`src/rtl/bsg_axil_wr_rr_arbiter.sv`:
```
// bsg_axil_wr_rr_arbiter
//
// Round-robin arbiter that shares one downstream AXI4-Lite write port among
// num_req_p upstream write requesters. Exactly one write is in flight at a
// time: a requester is granted in IDLE, its AW and W beats are forwarded in
// ADDR (in either order or together), and the B response is routed back to
// it in RESP. When B completes, priority moves to the requester after the one
// just served. Read channels are not part of this block.
//
// Parameters
//   num_req_p          number of upstream write requesters (>= 2)
//   axil_addr_width_p  AW address width
//   axil_data_width_p  W data width (strobe width is axil_data_width_p/8)
//
// Ports (per-requester buses are flattened; requester i occupies slice i)
//   clk_i, reset_i        clock, synchronous active-high reset
//   s_axil_aw*            upstream AW channels (addr, prot, valid in; ready out)
//   s_axil_w*             upstream W channels (data, strb, valid in; ready out)
//   s_axil_b*             upstream B channels (resp, valid out; ready in)
//   m_axil_aw*            downstream AW channel
//   m_axil_w*             downstream W channel
//   m_axil_b*             downstream B channel

module bsg_axil_wr_rr_arbiter #(
    parameter int num_req_p         = 2,
    parameter int axil_addr_width_p = 32,
    parameter int axil_data_width_p = 32
) (
    input  logic                                          clk_i,
    input  logic                                          reset_i,

    input  logic [num_req_p*axil_addr_width_p-1:0]        s_axil_awaddr_i,
    input  logic [num_req_p*3-1:0]                        s_axil_awprot_i,
    input  logic [num_req_p-1:0]                          s_axil_awvalid_i,
    output logic [num_req_p-1:0]                          s_axil_awready_o,

    input  logic [num_req_p*axil_data_width_p-1:0]        s_axil_wdata_i,
    input  logic [num_req_p*(axil_data_width_p/8)-1:0]    s_axil_wstrb_i,
    input  logic [num_req_p-1:0]                          s_axil_wvalid_i,
    output logic [num_req_p-1:0]                          s_axil_wready_o,

    output logic [num_req_p*2-1:0]                        s_axil_bresp_o,
    output logic [num_req_p-1:0]                          s_axil_bvalid_o,
    input  logic [num_req_p-1:0]                          s_axil_bready_i,

    output logic [axil_addr_width_p-1:0]                  m_axil_awaddr_o,
    output logic [2:0]                                    m_axil_awprot_o,
    output logic                                          m_axil_awvalid_o,
    input  logic                                          m_axil_awready_i,

    output logic [axil_data_width_p-1:0]                  m_axil_wdata_o,
    output logic [(axil_data_width_p/8)-1:0]              m_axil_wstrb_o,
    output logic                                          m_axil_wvalid_o,
    input  logic                                          m_axil_wready_i,

    input  logic [1:0]                                    m_axil_bresp_i,
    input  logic                                          m_axil_bvalid_i,
    output logic                                          m_axil_bready_o
);

    localparam int strb_width_lp = axil_data_width_p / 8;
    localparam int lg_req_lp     = (num_req_p > 1) ? $clog2(num_req_p) : 1;

    typedef logic [lg_req_lp-1:0] idx_t;

    // Requester count widened by one bit so the wrap compare below cannot
    // overflow when num_req_p is a power of two.
    localparam logic [lg_req_lp:0] num_req_lp = (lg_req_lp + 1)'(num_req_p);

    typedef enum logic [1:0] {
        IDLE = 2'd0,
        ADDR = 2'd1,
        RESP = 2'd2
    } state_e;

    state_e state_r, state_n;
    idx_t   g_r, g_n;
    idx_t   ptr_r, ptr_n;
    logic   aw_done_r, aw_done_n;
    logic   w_done_r, w_done_n;

    idx_t   pick;
    logic   pick_found;
    logic   aw_hs;
    logic   w_hs;
    logic   b_hs;

    // Unpacked views of the flattened requester buses, so the payload muxes
    // below can index by grant directly.
    logic [axil_addr_width_p-1:0] awaddr_arr [num_req_p];
    logic [2:0]                   awprot_arr [num_req_p];
    logic [axil_data_width_p-1:0] wdata_arr  [num_req_p];
    logic [strb_width_lp-1:0]     wstrb_arr  [num_req_p];

    for (genvar i = 0; i < num_req_p; i++) begin : g_unpack
        assign awaddr_arr[i] = s_axil_awaddr_i[i*axil_addr_width_p +: axil_addr_width_p];
        assign awprot_arr[i] = s_axil_awprot_i[i*3 +: 3];
        assign wdata_arr[i]  = s_axil_wdata_i[i*axil_data_width_p +: axil_data_width_p];
        assign wstrb_arr[i]  = s_axil_wstrb_i[i*strb_width_lp +: strb_width_lp];
    end

    // Modular add on requester indices. The explicit compare keeps the wrap
    // correct when num_req_p is not a power of two.
    function automatic idx_t wrap_add(input idx_t a, input idx_t b);
        logic [lg_req_lp:0] sum;
        sum = {1'b0, a} + {1'b0, b};
        if (sum >= num_req_lp) begin
            sum = sum - num_req_lp;
        end
        return sum[lg_req_lp-1:0];
    endfunction

    // Round-robin search starting at ptr. Walking offsets from high to low
    // means the smallest offset with a pending request is written last and
    // therefore wins.
    always_comb begin
        idx_t cand;
        cand       = '0;
        pick       = ptr_r;
        pick_found = 1'b0;
        for (int off = num_req_p - 1; off >= 0; off--) begin
            cand = wrap_add(ptr_r, idx_t'(off));
            if (s_axil_awvalid_i[cand]) begin
                pick       = cand;
                pick_found = 1'b1;
            end
        end
    end

    // Payloads always follow the granted slice; they are only meaningful
    // while the matching valid is high.
    assign m_axil_awaddr_o = awaddr_arr[g_r];
    assign m_axil_awprot_o = awprot_arr[g_r];
    assign m_axil_wdata_o  = wdata_arr[g_r];
    assign m_axil_wstrb_o  = wstrb_arr[g_r];

    assign aw_hs = m_axil_awvalid_o & m_axil_awready_i;
    assign w_hs  = m_axil_wvalid_o  & m_axil_wready_i;
    assign b_hs  = m_axil_bvalid_i  & m_axil_bready_o;

    always_ff @(posedge clk_i) begin
        if (reset_i) begin
            state_r   <= IDLE;
            g_r       <= '0;
            ptr_r     <= '0;
            aw_done_r <= 1'b0;
            w_done_r  <= 1'b0;
        end else begin
            state_r   <= state_n;
            g_r       <= g_n;
            ptr_r     <= ptr_n;
            aw_done_r <= aw_done_n;
            w_done_r  <= w_done_n;
        end
    end

    // Next state and all handshake outputs. Only the granted slice ever sees
    // a ready or bvalid; the done flags block a second AW or W beat once that
    // channel has completed while the other is still pending.
    always_comb begin
        state_n          = state_r;
        g_n              = g_r;
        ptr_n            = ptr_r;
        aw_done_n        = aw_done_r;
        w_done_n         = w_done_r;

        m_axil_awvalid_o = 1'b0;
        m_axil_wvalid_o  = 1'b0;
        m_axil_bready_o  = 1'b0;
        s_axil_awready_o = '0;
        s_axil_wready_o  = '0;
        s_axil_bvalid_o  = '0;
        s_axil_bresp_o   = '0;

        case (state_r)
            IDLE: begin
                if (pick_found) begin
                    g_n       = pick;
                    aw_done_n = 1'b0;
                    w_done_n  = 1'b0;
                    state_n   = ADDR;
                end
            end

            ADDR: begin
                m_axil_awvalid_o      = s_axil_awvalid_i[g_r] & ~aw_done_r;
                s_axil_awready_o[g_r] = m_axil_awready_i & ~aw_done_r;
                m_axil_wvalid_o       = s_axil_wvalid_i[g_r] & ~w_done_r;
                s_axil_wready_o[g_r]  = m_axil_wready_i & ~w_done_r;

                aw_done_n = aw_done_r | aw_hs;
                w_done_n  = w_done_r | w_hs;
                if (aw_done_n && w_done_n) begin
                    state_n = RESP;
                end
            end

            RESP: begin
                s_axil_bvalid_o[g_r]        = m_axil_bvalid_i;
                m_axil_bready_o             = s_axil_bready_i[g_r];
                s_axil_bresp_o[2*g_r +: 2]  = m_axil_bresp_i;

                if (b_hs) begin
                    ptr_n   = wrap_add(g_r, idx_t'(1));
                    state_n = IDLE;
                end
            end

            default: begin
                state_n = IDLE;
            end
        endcase
    end

endmodule

```
`config.mk`:
```
export PLATFORM = sky130hd
export DESIGN_NAME = bsg_axil_wr_rr_arbiter
export DESIGN_NICKNAME = d
export VERILOG_FILES = /design/src/rtl/bsg_axil_wr_rr_arbiter.sv
export SDC_FILE = /design/constraint.sdc
export NUM_CORES = 1
export LEC_CHECK = 0
export ABC_AREA = 1
export CORE_AREA = 3 3 91 93
export CTS_CLUSTER_SIZE = 8
export DETAILED_ROUTE_END_ITERATION = 8
export DIE_AREA = 0 0 94 96
export PLACE_DENSITY = 0.8
export SLEW_MARGIN = 20
export SYNTH_ARGS = -nofsm -noshare
export SYNTH_HDL_FRONTEND = slang
export SYNTH_SLANG_ARGS = --single-unit
```
`constraint.sdc`:
```
create_clock -name clk_i -period 1.26 [get_ports clk_i]
set_input_delay 0.252 -clock clk_i [delete_from_list [all_inputs] [get_ports clk_i]]
set_output_delay 0.252 -clock clk_i [all_outputs]
set_load 0.05 [all_outputs]
```
After elaboration in Yosys (flattened, before gate mapping). Index checks and enable logic that the tools add are counted.

Register bits after elaboration: 6. Input port bits: 155. Output and inout port bits: 84. Logic and storage cells: 95.

Add/sub/neg operators: 6. Order comparisons: 8. Equality and inequality tests: 5. Shift-type cells: 2. Multiplexer cells: 45. Bitwise operators: 16. Reductions and logical operators: 8.

Operators by type and width (count): 32-bit two-way mux (6); 2-bit negation with 34-bit output (1); 2-bit by 34-bit variable shift with 4-bit output, first input constant (1); 2-bit by 34-bit variable part select with 4-bit output (1); 1-bit two-way mux (22); 4-bit two-way mux (4); 2-bit two-way mux (6); 3-bit two-way mux (3); 1-bit bitwise AND (7); 2-bit bitwise AND (3); 2-bit greater-or-equal comparator, second input constant (3); 1-bit by 2-bit < comparator with 1-bit output, second input constant (3); 2-bit != test, second input constant (3); 2-bit case mux with 3 select lines (1); 2-bit AND reduction (3); 1-bit by 1-bit adder with 2-bit output, second input constant (2); 4-bit bitwise AND (1); 1-bit case mux with 2 select lines (2); 3-bit AND reduction (1); 1-bit subtractor, second input constant (3); 2-bit by 1-bit == test with 1-bit output, second input constant (1); 2-bit == test, second input constant (1); 1-bit by 2-bit greater-or-equal comparator with 1-bit output, second input constant (1); 1-bit logical AND (2); other kinds (7) (9).

Longest topological paths before layout. Gate-level depths: netlist of run 1.

Depth after elaboration: 9. Depth in mapped cells: 10. Depth with buffers taken out: 9.

Worst setup path after synthesis of run 1. OpenSTA, ideal clock, no wires.

Path type: register to output. From: reg g_r. To: out s_axil_awready_o[1]. Arrival: 1730 ps. Data required time: 1008 ps. Setup slack: -722 ps. Cell stages (with the launch flop): 5. Path buffers: 2. Cell sequence: dfxtp_1 -> buf_6 -> inv_4 -> buf_2 -> nor3_1.

Cells in the longest elaborated chain, start to end: 6. Elaborated cells between the ends (all ways): 7. Those cells by class: order compare (2); mux (3); bitwise (1); reduce/logical (1).

Ends and longest elaborated chain: start, declared (RTL line 77) `idx_t g_r, g_n;`; start signal, assigned (RTL line 150) `g_r <= g_n;`; 1-bit by 2-bit < comparator with 1-bit output (implied by the code) or 1-bit greater-or-equal comparator (tied branches) (RTL line 187) `s_axil_awready_o[g_r] = m_axil_awready_i & ~aw_done_r;`; 1-bit logical AND (implied by the code) (RTL line 187); 1-bit two-way mux (implied by the code) (RTL line 187); 1-bit demux with 1-bit select * (RTL line 187); 2-bit bitwise AND (no source line) *; 2-bit two-way mux * (RTL line 175) `case (state_r)`; end, declared (RTL line 35) `output logic [num_req_p-1:0] s_axil_awready_o,`.

Every way passes the cells marked *; elsewhere a longest branch is shown, timed or not.

Worst setup path in the final report of run 1.
From: reg g_r. To: out s_axil_bresp_o[1].

Cells in the longest elaborated chain, start to end: 4. Elaborated cells between the ends (all ways): 5. Those cells by class: add/sub (1); shift (2); mux (1); bitwise (1).

Ends and longest elaborated chain: 2-bit negation with 34-bit output * (RTL line 201) `s_axil_bresp_o[2*g_r +: 2] = m_axil_bresp_i;`; 2-bit by 34-bit variable part select with 4-bit output or 2-bit by 34-bit variable shift with 4-bit output (tied branches) (RTL line 201); 4-bit bitwise AND (no source line) *; 4-bit two-way mux * (RTL line 175); end, declared (RTL line 42) `output logic [num_req_p*2-1:0] s_axil_bresp_o,`.

Marks and branches as above.

==> flow_summary.json, run 1 <==
{
  "finalNonFillerCells": 668,
  "synth_area_per_cell_um2": 4.34,
  "die_h_um": 96,
  "netlist_area_mm2": 0.00132,
  "hold_class": "reg2reg",
  "clock.fmax_ghz": 0.636,
  "maxSlewHeadroom": 0.820,
  "path_max_fanout": 7,
  "layout-drive-gt1-share": 0.493,
  "grt_pass1_wl_um": 14100,
  "worstSetupPathType": "reg2out",
  "design.die.area_mm2": 0.00902,
  "wl_um": 10800,
  "regArea_um2": 129,
  "leakage_nw": 2.60,
  "setup_violations": 86,
  "stdcell_area_mm2": 0.00555,
  "power_density_mw_per_mm2": 750,
  "crit_slowest_cell": "dfxtp_4",
  "drv_slew": 0,
  "cts-htree-levels": 1,
  "yosysSeqAreaShare": 0.0913,
  "synth.distinct_cells": 18,
  "nets": 722,
  "grt_overflow": 0,
  "required_ns": 1.01,
  "yosys_warnings": 0,
  "root_buffer": "clkbuf_8",
  "failed_checks": "setup timing",
  "end_kind": "output port",
  "cts_hold_buf": 0,
  "ys_ff_latch": 6,
  "worst_slew_pin_slew_ns": 0.268,
  "rsz0062_at_grt": "true",
  "period_minus_slack_ns": 1.57,
  "first_pass_iters": 4,
  "path_clk_slew_ns": 0.04,
  "dp.cells": 650,
  "start_util": 0.173,
  "dr.first_iter.drc_count": 29,
  "worst_ep_arrival_time_ns": 1.32,
  "cts_buffer_depth": 2,
  "ant_nets": 0,
  "numCtsBuffers": 3,
  "cts_tree": "done",
  "peakVddDrop_mv": 0.454,
  "path_cells": "buf_6 -> clkbuf_16 -> nor3_4 -> buf_12",
  "synth_fp_nets": 458,
  "grt_max_degree": 27,
  "clock_latency_ns": 0.23,
  "grt_pass1_vias": 2954,
  "drc_errors": 0,
  "dp.final_hpwl_um": 7970,
  "r2r_cells": 11,
  "place_ws_ns": -0.296,
  "fin_skew_ns": 0.00740,
  "antenna_found_initial": 0,
  "core-area_mm2": 0.00761,
  "final_common_cell": "clkdlybuf4s50_1",
  "io_buffers": 238,
  "vias": 2969,
  "period_share": 1.25,
  "whs_path_depth": 2,
  "gp_congestion": 0.768,
  "timing.hold.ws_ns": 0.463,
  "hold_viol_final": 0,
  "grt.total_usage": 0.199,
  "area_growth_pct": 322,
  "routedWlPerCell_um": 16.2,
  "post-route-util": 0.730,
  "critPathMaxStageDelay_ns": 0.39,
  "pin_count": 239,
  "final_cell_mix": "clkdlybuf4s50_1 (151), nand2_1 (112), nand2_4 (85)",
  "num_antenna_cells": 0,
  "place_area_mm2": 0.00458,
  "multi_input_area_mm2": 0.00199,
  "syn_inst": 303,
  "maxCapViolCount": 0,
  "cp-start-kind": "flop",
  "die_w_um": 94,
  "status": "complete, but fails checks",
  "fillers": 498,
  "cts.sinks": 6,
  "rows": 32,
  "via_per_inst": 4.44,
  "layout_setup_ws_ns": -0.311
}
critical path: cells and delay by family, from the launching register on:
family / cells / cell delay, ns
buffers and inverters: 3 / 0.48
DFF: 1 / 0.39
and+or+nand+nor: 1 / 0.21
Yosys cell counts:
library cell | instances | area [µm²]
inv_2 | 1 | 3.75
nor2_1 | 6 | 22.5
inv_4 | 1 | 6.26
a211oi_1 | 1 | 7.51
inv_1 | 9 | 33.8
clkbuf_1 | 8 | 30.0
nor3b_2 | 1 | 12.5
buf_4 | 3 | 22.5
dfxtp_1 | 6 | 120
buf_2 | 5 | 25.0
nand3_1 | 4 | 20.0
nor3b_1 | 1 | 7.51
buf_6 | 1 | 11.3
nand2_2 | 1 | 6.26
nor2_2 | 3 | 18.8
nand2_1 | 234 | 878
a21oi_1 | 8 | 40.0
nor3_1 | 10 | 50.1
state kept, by name, summed over array words and instances (netlist names):
signal and flops:
ptr_r 1, g_r 1, state_r 2, aw_done_r 1
w_done_r 1
logic make-up (layout without fill, tap and decap cells):
group	after synthesis	count (layout)	share of synthesized area
compound gates	9	9	0.0361
buf+inv	28	291	0.101
flops	6	6	0.0913
simple gates	260	260	0.772
layout make-up:
| cell class | instances | share of cell area |
|---|---|---|
| Multi-Input combinational cell | 269 | 0.358 |
| Timing Repair Buffer | 276 | 0.578 |
| Inverter | 11 | 0.0101 |
| Sequential cell | 6 | 0.0232 |
| Tap cell | 102 | 0.0230 |
| Clock buffer | 4 | 0.00811 |
stage by stage:
stage          setup TNS [ns]  power (mW)
5_1_grt                -24.48        4.35
6_report               -20.61        4.17
3_5_place_dp            -7.68        3.20
3_3_place_gp            -6.64        3.16
4_1_cts                -21.08        3.96
2_1_floorplan           -1.60        2.04
power breakdown:
part | switching [mW] | internal, mW
Sequential | 0.0308 | 0.209
Clock | 0.0886 | 0.218
Combinational | 2.01 | 1.61
Total | 2.13 | 2.04
metal layers:
layer	part of all wire	global-route usage	wire length, µm	vias up
met1	0.34	0.203	3660	1361
met2	0.56	0.391	6040	152
met5	0	0	0	-
li1	-	-	-	1445
met4	0.014	0.0433	148	0
met3	0.088	0.0641	953	11
final timing paths:
path / startpoint / endpoint / slack, ns
max: g_r$_SDFFE_PP0P_ / s_axil_bresp_o[1] / -0.31
min: ptr_r$_SDFFE_PP0P_ / ptr_r$_SDFFE_PP0P_ / 0.46
max reg2reg: state_r[1]$_SDFFE_PP0P_ / state_r[1]$_SDFFE_PP0P_ / -0.03
min reg2reg: ptr_r$_SDFFE_PP0P_ / ptr_r$_SDFFE_PP0P_ / 0.46
timing repair:
action	CTS	global route
gates resized for setup	155	62
gates cloned	1	3
pin swaps	8	21
setup buffers	6	5
setup endpoints to repair	89	90
Note: power is estimated with default switching activity, not from simulation.
==> run 2, diff against run 1 <==
--- a/config.mk
+++ b/config.mk
@@ -10,7 +10,8 @@
 export CTS_CLUSTER_SIZE = 8
 export DETAILED_ROUTE_END_ITERATION = 8
 export DIE_AREA = 0 0 94 96
-export PLACE_DENSITY = 0.8
+export GPL_TIMING_DRIVEN = 0
+export PLACE_DENSITY = 0.77
 export SLEW_MARGIN = 20
 export SYNTH_ARGS = -nofsm -noshare
 export SYNTH_HDL_FRONTEND = slang
==> run 2 against run 1 <==
The run still ends with setup timing left. Core utilization fell by 0.99 points. Setup slack got worse by 0.070 ns. Total power fell by 1.2%. Critical endpoint is now m_axil_wdata_o[15]. Largest power group unchanged.
==> flow_summary.json, run 2 (synthesis results as in run 1) <==
{
  "dr.first_iter.drc_count": 55,
  "cp_top_family": "buffers and inverters",
  "final_common_cell": "clkdlybuf4s50_1",
  "layout_setup_ws_ns": -0.382,
  "pin_count": 239,
  "place_area_mm2": 0.00451,
  "worst-path-buf-inv": 4,
  "cts_tree": "done",
  "hold_class": "in2reg",
  "core-area_mm2": 0.00761,
  "die_w_um": 94,
  "drc_errors": 0,
  "drv_slew": 0,
  "leakage_nw": 2.44,
  "power_density_mw_per_mm2": 751,
  "die_h_um": 96,
  "cts_buffer_depth": 2,
  "design.die.area_mm2": 0.00902,
  "final_cell_mix": "clkdlybuf4s50_1 (152), nand2_1 (102), nand2_4 (81)",
  "grt_pass1_vias": 2849,
  "r2r_end": "state_r[1]$_SDFFE_PP0P_",
  "min_to": "aw_done_r$_SDFFE_PP0P_",
  "layout-drive-gt1-share": 0.502,
  "worstSetupPathType": "reg2out",
  "setup_violations": 86,
  "cts-htree-levels": 1,
  "nets": 713,
  "area_growth_pct": 316,
  "grt_max_degree": 11,
  "start_util": 0.173,
  "stdcell_area_mm2": 0.00548,
  "end_kind": "output port",
  "required_ns": 1.01,
  "wl_um": 10200,
  "r2r_cells": 10,
  "gp_congestion": 0.744,
  "path_cells": "buf_12 -> buf_12 -> buf_8 -> nand2_1 -> nand2_4 -> buf_8",
  "cts.sinks": 6,
  "largest_register_ffs": 2,
  "clock_latency_ns": 0.22,
  "antenna_found_initial": 0,
  "dp.final_hpwl_um": 7490,
  "maxSlewHeadroom": 0.810,
  "io_buffers": 238,
  "dp.cells": 643,
  "fin_skew_ns": 0.000632,
  "period_minus_slack_ns": 1.64,
  "peakVddDrop_mv": 0.407,
  "hold_path.startpoint": "m_axil_awready_i",
  "ant_nets": 0,
  "root_buffer": "clkbuf_8",
  "grt.total_usage": 0.192,
  "top_register": "state_r",
  "grt_pass1_wl_um": 13700,
  "crit_slowest_cell": "dfxtp_2",
  "num_antenna_cells": 0,
  "via_per_inst": 4.43,
  "rows": 32,
  "routedWlPerCell_um": 15.5,
  "vias": 2913,
  "failed_checks": "setup timing",
  "clock.fmax_ghz": 0.609,
  "cp-start-kind": "flop",
  "whs_path_depth": 4,
  "worst_slew_pin_slew_ns": 0.284,
  "numCtsBuffers": 3,
  "first_pass_iters": 6,
  "critPathMaxStageDelay_ns": 0.35,
  "finalNonFillerCells": 658,
  "maxCapViolCount": 0,
  "period_share": 1.30,
  "rrSetupSlack_ns": -0.07,
  "path_max_fanout": 10,
  "rsz0062_at_grt": "true",
  "timing.rr.start": "g_r$_SDFFE_PP0P_",
  "worst_ep_arrival_time_ns": 1.39,
  "status": "complete, but fails checks",
  "hold_viol_final": 0,
  "fillers": 545,
  "grt_overflow": 0,
  "path_clk_slew_ns": 0.04
}
run 2: worst max path at each step:
| stage | from | end | slack (ns) | cells past startpoint |
|---|---|---|---|---|
| after CTS | g_r$_SDFFE_PP0P_ | m_axil_wdata_o[13] | -0.33 | 7 |
| final | g_r$_SDFFE_PP0P_ | m_axil_wdata_o[15] | -0.38 | 6 |
| after global placement | g_r$_SDFFE_PP0P_ | m_axil_awaddr_o[25] | -0.94 | 6 |
| after detailed placement | g_r$_SDFFE_PP0P_ | m_axil_awaddr_o[22] | -0.97 | 6 |
| after floorplan | g_r$_SDFFE_PP0P_ | s_axil_awready_o[1] | -0.06 | 4 |
| after global routing | g_r$_SDFFE_PP0P_ | m_axil_wdata_o[15] | -0.41 | 6 |
run 2: layer usage:
layer,global-route usage,up-vias,part of all wire
met5,0,-,0
met4,0.0566,0,0.013
met3,0.0649,10,0.093
met2,0.386,147,0.57
met1,0.183,1333,0.33
li1,-,1423,-
run 2: final cells by class:
cell class,count,area (µm²),area share
Clock buffer,3,41.3,0.00754
Tap cell,102,128,0.0233
Timing Repair Buffer,249,2890,0.527
Multi-Input combinational cell,269,1980,0.361
Timing Repair inverter,1,8.76,0.00160
Inverter,11,61.3,0.0112
Sequential cell,6,126,0.0231
Buffer,17,244,0.0445
run 2: through the flow:
step,setup slack (ns),utilization,TNS (ns),hold WS [ns],power (mW)
6_report,-0.382,0.720,-23.51,0.479,4.12
5_1_grt,-0.408,0.720,-27.62,0.502,4.30
4_1_cts,-0.331,0.677,-24.88,0.470,3.92
3_5_place_dp,-0.965,0.593,-73.20,0.465,3.15
3_3_place_gp,-0.938,0.593,-71.96,0.458,3.12
2_1_floorplan,-0.0576,-,-1.60,0.314,2.04
run 2: where the power goes:
part / leakage [nW] / switching (mW) / internal, mW
combinational: 2.36 / 1.99 / 1.61
clock: 0.0216 / 0.0807 / 0.205
sequential: 0.0503 / 0.0228 / 0.210
run 2: what timing repair did:
action / in CTS / in global routing
pin swaps: 11 / 4
gates cloned: 3 / 4
hold buffers: 0 / 0
setup buffers: 3 / 2
setup endpoints to repair: 84 / 89
gates resized for setup: 704 / 69
run 2: worst min-delay path, cell delays in order:
cell and delay (ns):
dlymetal6s2s_1 0.12, nand3_1 0.08, nand2_1 0.07, nor3b_2 0.14
